--- src/rtl/mux4_sched_pkg.sv ---
// Shared types and defaults for the round-robin 4:1 channel scheduler.
package mux4_sched_pkg;

    localparam int unsigned DW_DEF = 4;

    typedef enum logic [0:0] {
        IDLE = 1'b0,
        HOLD = 1'b1
    } state_e;

    typedef logic [1:0] idx_t;

endpackage

--- src/rtl/mux4.sv ---
// Plain 4:1 data multiplexer driven by a 2-bit select.
module mux4 #(
    parameter int unsigned DW = 4
) (
    input  logic [DW-1:0] d0,
    input  logic [DW-1:0] d1,
    input  logic [DW-1:0] d2,
    input  logic [DW-1:0] d3,
    input  logic [1:0]    sel,
    output logic [DW-1:0] y
);

    // Route the selected source word to the output
    always_comb begin
        y = '0;
        case (sel)
            2'd0: y = d0;
            2'd1: y = d1;
            2'd2: y = d2;
            2'd3: y = d3;
            default: y = '0;
        endcase
    end

endmodule

--- src/rtl/rr_pick4.sv ---
// Round-robin winner search over four requests, starting at ptr.
module rr_pick4
    import mux4_sched_pkg::*;
(
    input  logic [3:0] req,
    input  idx_t       ptr,
    output logic       any,
    output idx_t       idx,
    output logic [3:0] onehot
);

    // Unrolled priority search: one fixed priority order per pointer value
    always_comb begin
        any    = |req;
        idx    = 2'd0;
        onehot = 4'b0000;
        case (ptr)
            2'd0: begin
                if      (req[0]) idx = 2'd0;
                else if (req[1]) idx = 2'd1;
                else if (req[2]) idx = 2'd2;
                else if (req[3]) idx = 2'd3;
            end
            2'd1: begin
                if      (req[1]) idx = 2'd1;
                else if (req[2]) idx = 2'd2;
                else if (req[3]) idx = 2'd3;
                else if (req[0]) idx = 2'd0;
            end
            2'd2: begin
                if      (req[2]) idx = 2'd2;
                else if (req[3]) idx = 2'd3;
                else if (req[0]) idx = 2'd0;
                else if (req[1]) idx = 2'd1;
            end
            default: begin
                if      (req[3]) idx = 2'd3;
                else if (req[0]) idx = 2'd0;
                else if (req[1]) idx = 2'd1;
                else if (req[2]) idx = 2'd2;
            end
        endcase
        if (any) begin
            onehot = 4'(4'b0001 << idx);
        end
    end

endmodule

--- src/rtl/mux4_rr_sched.sv ---
// Round-robin scheduler sharing one output register between four sources.
module mux4_rr_sched
    import mux4_sched_pkg::*;
#(
    parameter int unsigned DW = DW_DEF
) (
    input  logic          clk,
    input  logic          rst,
    input  logic [3:0]    req,
    input  logic [DW-1:0] d0,
    input  logic [DW-1:0] d1,
    input  logic [DW-1:0] d2,
    input  logic [DW-1:0] d3,
    output logic [3:0]    gnt,
    output logic [1:0]    sel,
    output logic          out_valid,
    input  logic          out_ready,
    output logic [DW-1:0] out_data,
    output logic [1:0]    out_src
);

    state_e        state_q, state_d;
    idx_t          ptr_q, ptr_d;
    idx_t          out_src_q, out_src_d;
    logic [DW-1:0] out_data_q, out_data_d;

    logic          pick_any;
    idx_t          pick_idx;
    logic [3:0]    pick_onehot;
    logic          can_load;
    logic          capture;
    logic [DW-1:0] mux_y;

    rr_pick4 u_pick (
        .req    (req),
        .ptr    (ptr_q),
        .any    (pick_any),
        .idx    (pick_idx),
        .onehot (pick_onehot)
    );

    mux4 #(.DW(DW)) u_mux (
        .d0  (d0),
        .d1  (d1),
        .d2  (d2),
        .d3  (d3),
        .sel (sel),
        .y   (mux_y)
    );

    // Load permission: register empty, or full and being drained this cycle
    always_comb begin
        can_load = 1'b0;
        if (!rst) begin
            can_load = (state_q == IDLE) || ((state_q == HOLD) && out_ready);
        end
        capture = can_load && pick_any;
    end

    // State register
    always_ff @(posedge clk or posedge rst) begin
        if (rst) begin
            state_q <= IDLE;
        end else begin
            state_q <= state_d;
        end
    end

    // Next-state: fill on capture, empty when drained with nothing new
    always_comb begin
        state_d = state_q;
        case (state_q)
            IDLE: if (capture) state_d = HOLD;
            HOLD: if (out_ready) state_d = capture ? HOLD : IDLE;
            default: state_d = IDLE;
        endcase
    end

    // Outputs: grant and select follow the winner only while capturing
    always_comb begin
        gnt       = 4'b0000;
        sel       = out_src_q;
        out_valid = (state_q == HOLD);
        if (capture) begin
            gnt = pick_onehot;
            sel = pick_idx;
        end
    end

    // Datapath next values: captured word, its source, and the rotated pointer
    always_comb begin
        out_data_d = out_data_q;
        out_src_d  = out_src_q;
        ptr_d      = ptr_q;
        if (capture) begin
            out_data_d = mux_y;
            out_src_d  = pick_idx;
            ptr_d      = idx_t'(pick_idx + 2'd1);
        end
    end

    // Datapath registers
    always_ff @(posedge clk or posedge rst) begin
        if (rst) begin
            out_data_q <= '0;
            out_src_q  <= 2'd0;
            ptr_q      <= 2'd0;
        end else begin
            out_data_q <= out_data_d;
            out_src_q  <= out_src_d;
            ptr_q      <= ptr_d;
        end
    end

    assign out_data = out_data_q;
    assign out_src  = out_src_q;

endmodule

--- config.mk ---
export PLATFORM = sky130hd
export DESIGN_NAME = mux4_rr_sched
export DESIGN_NICKNAME = d
export VERILOG_FILES = /design/src/rtl/mux4_sched_pkg.sv /design/src/rtl/mux4.sv /design/src/rtl/rr_pick4.sv /design/src/rtl/mux4_rr_sched.sv
export SDC_FILE = /design/constraint.sdc
export NUM_CORES = 1
export LEC_CHECK = 0
export CORE_UTILIZATION = 35
export DETAILED_ROUTE_END_ITERATION = 6
export GPL_TIMING_DRIVEN = 0
export PLACE_DENSITY_LB_ADDON = 0.2
export SKIP_LAST_GASP = 1
export SYNTH_ARGS = -nofsm -noshare
export SYNTH_HDL_FRONTEND = slang
export SYNTH_HIERARCHICAL = 1
export SYNTH_SLANG_ARGS = --single-unit
--- constraint.sdc ---
create_clock -name clk -period 4.4 [get_ports clk]
set_clock_uncertainty 0.2 [all_clocks]
set_input_delay 0.66 -clock clk [delete_from_list [all_inputs] [get_ports clk]]
set_output_delay 0.66 -clock clk [all_outputs]
set_load 0.1 [all_outputs]
**Word-level counts from Yosys, hierarchy flattened**

Cells that the tools add are included.

- Bits in registers: 9
- Input port bits: 23
- Output and inout port bits: 13
- Word-level logic and storage cells: 39

- Multiplexer cells: 21
- Shift operators: 1
- Add/sub/neg operators: 1
- Eq/ne operators: 5
- Reduce and logical (&&, ||, !) cells: 6
- Bitwise operators: 1

Operators by type and width:

| kind | number |
|---|---|
| $mux W2 | 12 |
| $pmux W4 S4 | 1 |
| $mux W4 | 2 |
| $eq A2 B2 Y1 const B | 3 |
| $pmux W2 S3 | 1 |
| $eq A2 B1 Y1 const B | 2 |
| $logic_not A2 Y1 | 2 |
| $mux W1 | 4 |
| $reduce_or A4 Y1 | 1 |
| $shl A1 B2 Y4 const A | 1 |
| $add A2 B1 Y2 const B | 1 |
| $logic_and A1 B1 Y1 | 2 |
| $pmux W1 S2 | 1 |
| $logic_or A1 B1 Y1 | 1 |
| $not A1 Y1 | 1 |

**Longest topological paths before layout**

- Depth after elaboration: 8
- Gate-level depth with buffers: 8
- Mapped depth without buffers: 6

**Hierarchy**

The synthesis kept the hierarchy.

By module, submodules not included:

| module | sequential area each (um^2) | cells each | instances | area an instance (um^2) |
|---|---|---|---|---|
| mux4_rr_sched | 225.2 | 30 | 1 | 436.7 |
| rr_pick4 | 0.0 | 29 | 1 | 196.4 |
| mux4 | 0.0 | 4 | 1 | 105.1 |

**Least setup slack after synthesis**

OpenSTA, ideal clock, no wires.

- Kind: input port to flip-flop
- Start: in req[3]
- End: reg out_data_q[1], in the netlist out_data[1]
- Setup time: 0.126 ns
- Stages on the path: 8
- Data required time: 4.074 ns
- Buffers on the path: 2
- Data arrival time: 2.851 ns
- Path slack: 1.223 ns
- Cell sequence: buf_4 or4_1 nand2b_4 a21oi_4 buf_8 mux2_4 mux4_1 mux2_4

- Elaborated cells on any way between the ends: 16
- Classes of those cells: eq/ne: 3; mux: 10; reduce/logical: 3

RTL lines:

| element | RTL line | RTL |
|---|---|---|
| start: declaration | mux4_rr_sched.sv:9 | `input logic [3:0] req,` |
| $reduce_or A4 Y1 (*) | rr_pick4.sv:14 | `any = \|req;` |
| named net pick_any | mux4_rr_sched.sv:27 | `logic pick_any;` |
| $logic_and A1 B1 Y1 (*) | mux4_rr_sched.sv:57 | `capture = can_load && pick_any;` |
| $mux W2 (*) | -- |  |
| named net sel[0] | mux4_rr_sched.sv:15 | `output logic [1:0] sel,` |
| $eq A2 B2 Y1, or another cell as far along | mux4.sv:16 | `case (sel)` |
| $pmux W4 S4 (*) | mux4.sv:16 |  |
| named net mux_y[1] | mux4_rr_sched.sv:32 | `logic [DW-1:0] mux_y;` |
| end signal: assignment | mux4_rr_sched.sv:109 | `out_data_q <= out_data_d;` |
| end: declaration | mux4_rr_sched.sv:25 | `logic [DW-1:0] out_data_q, out_data_d;` |

Mark *: on every way through the listed nets, which the timed path passes. The rest lies on a longest branch.
A chain may end at the register's enable or synchronous reset.

**Final worst setup path**

- Start: in req[0]
- End: out gnt[3]

- Elaborated cells on any way between the ends: 12
- Classes of those cells: shift: 1; mux: 9; reduce/logical: 2

RTL lines:

| element | RTL line | RTL |
|---|---|---|
| $reduce_or A4 Y1 (*) | rr_pick4.sv:14 |  |
| named net pick_any | mux4_rr_sched.sv:27 |  |
| $mux W4 / $logic_and A1 B1 Y1 (equally long branches) | rr_pick4.sv:43, mux4_rr_sched.sv:57 |  |
| $mux W4 (*) | mux4_rr_sched.sv:84 | `if (capture) begin` |
| end: declaration | mux4_rr_sched.sv:14 | `output logic [3:0] gnt,` |

Marks and branches as above.

==> impl_metrics.csv <==
group,metric,value,unit
logic_synthesis,yosysTopAreaCellShare,0.3051,
clock_network,htree_levels,1,
critical_path,reg2reg_to,"out_data[1]",
pwr,irDropWorstVdd,0.6421,mV
die,core_region_area,1982,um^2
clock_network,clock-root-buffer,"clkbuf_4",
critical_path,worst_path_most_repeated_cell,"clkdlybuf4s50_1",
logic_synthesis,synth_edf_count,0,
critical_path,critPathArrivalTime,3.27,ns
grt,grt_antenna_before_repair,0,
final_layout,final_layout_size_suffix_gt1_frac,0.2255,
critical_path,critPathTopFamily,"buffers and inverters",
die,dieArea,2297,um^2
detailed_routing,drtIter0Drc,2,
logic_synthesis,ys_ff_latch,9,
clock_network,cts_sinks,9,
clock_network,clkSlewWorstSetupHoldPaths,0.06,ns
logic_synthesis,seq_area_frac_synth,0.3051,
detailed_routing,dr.pass1.iters,2,
critical_path,reg2reg_from,"ptr_q[1]",
timing,finalCritPeriodShare,0.9395,
worst_hold_path,hp-class,"flop to flop",
grt,grt_overflow_total,0,
critical_path,cp.depth,7,
clock_network,cts_buffers,3,
final_layout,multi_input_area,466.7,um^2
detailed_routing,drt_wl_total,1747,um
clock_network,clock_latency,0.26,ns
logic_synthesis,synth_area_leader_cell,"dfrtp_1",
critical_path,cp-start-kind,"primary input",
timing,fin_crit,4.134,ns
logic_synthesis,netlist_area,738.2,um^2
pwr,leakage,0.5183,nW
grt,track_usage,0.1633,
die,initial_core_util,0.3725,
pwr,power.internal,0.0003606,W
critical_path,critPathKind,"primary input to output port",
critical_path,path_cells,"clkdlybuf4s50_1 > or4_1 > nand2b_4 > a21oi_4 > buf_8 > and2_2 > clkdlybuf4s50_1",
grt,grt_pass1_wl,2587,um
pwr,switching_power,0.0004853,W
grt,grt_max_degree,11,
pwr,clockPowerShare,0.076,
pwr,power,0.0008460,W
critical_path,path_buf_inv,3,
place,place.gp.congestion,0.6630,
logic_synthesis,synthCells,63,
final_layout,nNetsFinal,126,
grt,grt_pass1_vias,572,
place,portBuffers,35,
pwr,p_seq_frac,0.180,
pwr,p_comb_frac,0.744,
logic_synthesis,netlist_top_cells_count,"9 x dfrtp_1, 5 x inv_1, 5 x mux2_4",
critical_path,reg2reg_depth,7,
logic_synthesis,yosysMostFrequentCell,"dfrtp_1",
final_layout,syn_to_final_growth,56.27,%
critical_path,critPathLaunch,"req[0]",
critical_path,cp.required,3.54,ns
timing,fin_setup_tns,0,ns
pwr,power_density,733.3,nW/um^2
clock_network,cts_setup_buffers,0,
critical_path,reg2reg_slack,1.84,ns
logic_synthesis,yosysWarnings,6,
timing,setup_viol,0,
critical_path,cp-endpoint,"gnt[3]",
logic_synthesis,synth.top_cells.by_area,"dfrtp_1 31%, mux4_1 14%, mux2_4 10%",
timing,relSlewSlack,0.3442,
timing,hold_violations,0,
clock_network,cts_max_path_buffers,2,
detailed_routing,wl_per_cell,13.54,um
logic_synthesis,synth.avg_cell_area,11.72,um^2
critical_path,slowest_stage,"clkdlybuf4s50_1",
die,die_h,47.93,um
critical_path,max_stage_delay,0.96,ns
final_layout,finish.utilization,0.5821,
logic_synthesis,async_flop_share,1.000,
run_status,status,"finished clean",
detailed_routing,viasPerCell,5.062,
place,placed_cell_area,1122,um^2
die,io_pins,36,
detailed_routing,route.vias.total,653,
final_layout,num_antenna_cells,0,
place,dpl.hpwl,1362,um
die,std_cell_rows,16,
critical_path,worst_setup_path_end_kind,"output port",
logic_synthesis,synth_cell_types,32,
clock_network,ctsResizeCount,0,
critical_path,path_max_fanout,10,
final_layout,seqCellArea,225.2,um^2
logic_synthesis,synth_flop_cell,"dfrtp_1",
clock_network,hold_buffers,0,
timing,fmax,241.9,MHz
clock_network,cts_tree,"done",
final_layout,nFillCells,174,
final_layout,final_area,1154,um^2
timing,rsz0062_at_grt,"false",
timing,tightest_slew,0.9807,ns
die,dieWidth,47.93,um
timing,whs,0.3086,ns
logic_synthesis,synth_fp_nets,86,
pwr,swShare,0.5737,
detailed_routing,drc,0,
run,maxCapViolations,0,
timing,slew_violations,0,
detailed_routing,ant_nets,0,
## layer usage
layer / global-route usage / vias to the layer above / share of wire
met5: 0 / - / 0
met4: 0.05000 / 0 / 0.0034
met3: 0.04528 / 2 / 0.039
met2: 0.2811 / 17 / 0.55
met1: 0.1968 / 320 / 0.40
li1: - / 314 / -
## sequential cells by signal (all words and copies together) (netlist names)
name,cells
out_src,2
out_data,4
ptr_q,2
out_valid,1
## per-stage QoR
stage	setup WS, ns	std cells
detailed placement	0.02403	125
global route	0.2004	129
floorplan	1.223	63
finish	0.2661	129
global placement	0.02658	125
CTS	0.01486	129
## worst min path at each step
stage                     startpoint       end  slack, ns  depth (start not counted)
after global routing        ptr_q[1]  ptr_q[1]       0.34                          1
after floorplan             ptr_q[1]  ptr_q[1]       0.28                          1
after detailed placement    ptr_q[1]  ptr_q[1]       0.29                          1
final                       ptr_q[1]  ptr_q[1]       0.31                          1
after global placement      ptr_q[1]  ptr_q[1]       0.29                          1
after CTS                   ptr_q[1]  ptr_q[1]       0.31                          1
## power groups by stage
stage | clock network, W | logic [W] | registers, W
5_1_grt | 0.0000729 | 0.000658 | 0.000157
6_report | 0.0000644 | 0.000630 | 0.000152
4_1_cts | 0.0000676 | 0.000633 | 0.000153
2_1_floorplan | 0 | 0.000285 | 0.000359
3_3_place_gp | 0 | 0.000622 | 0.000152
3_5_place_dp | 0 | 0.000631 | 0.000154
## cell usage in the layout, fill, tap and decap left out, drive strengths merged, types with 2 or more instances in the layout
cell and count:
buf 3, nand2b 3, dfrtp 9, and2 4, nor2b 2, a21oi 4, inv 5, clkbuf 4
mux4 4, nor3 2, nor2 3, clkdlybuf4s50 33, mux2 7, dlymetal6s2s 2, o21ai 4
## cells by family (layout without fill, tap and decap cells)
| group | count (synthesis) | in the layout | synth area share |
|---|---|---|---|
| compound gates | 15 | 15 | 0.1610 |
| xor+xnor | 1 | 1 | 0.01187 |
| buf+inv | 8 | 47 | 0.06271 |
| flops | 9 | 9 | 0.3051 |
| mux | 12 | 12 | 0.2881 |
| simple gates | 18 | 18 | 0.1712 |
## final cells by class
class | instances | area share
inverter | 5 | 0.01627
clock buffer | 4 | 0.02278
timing repair buffer | 35 | 0.3080
buffer | 3 | 0.02386
multi-input combinational | 46 | 0.4046
tap | 27 | 0.02928
sequential | 9 | 0.1952
(Power assumes the default switching activity.)
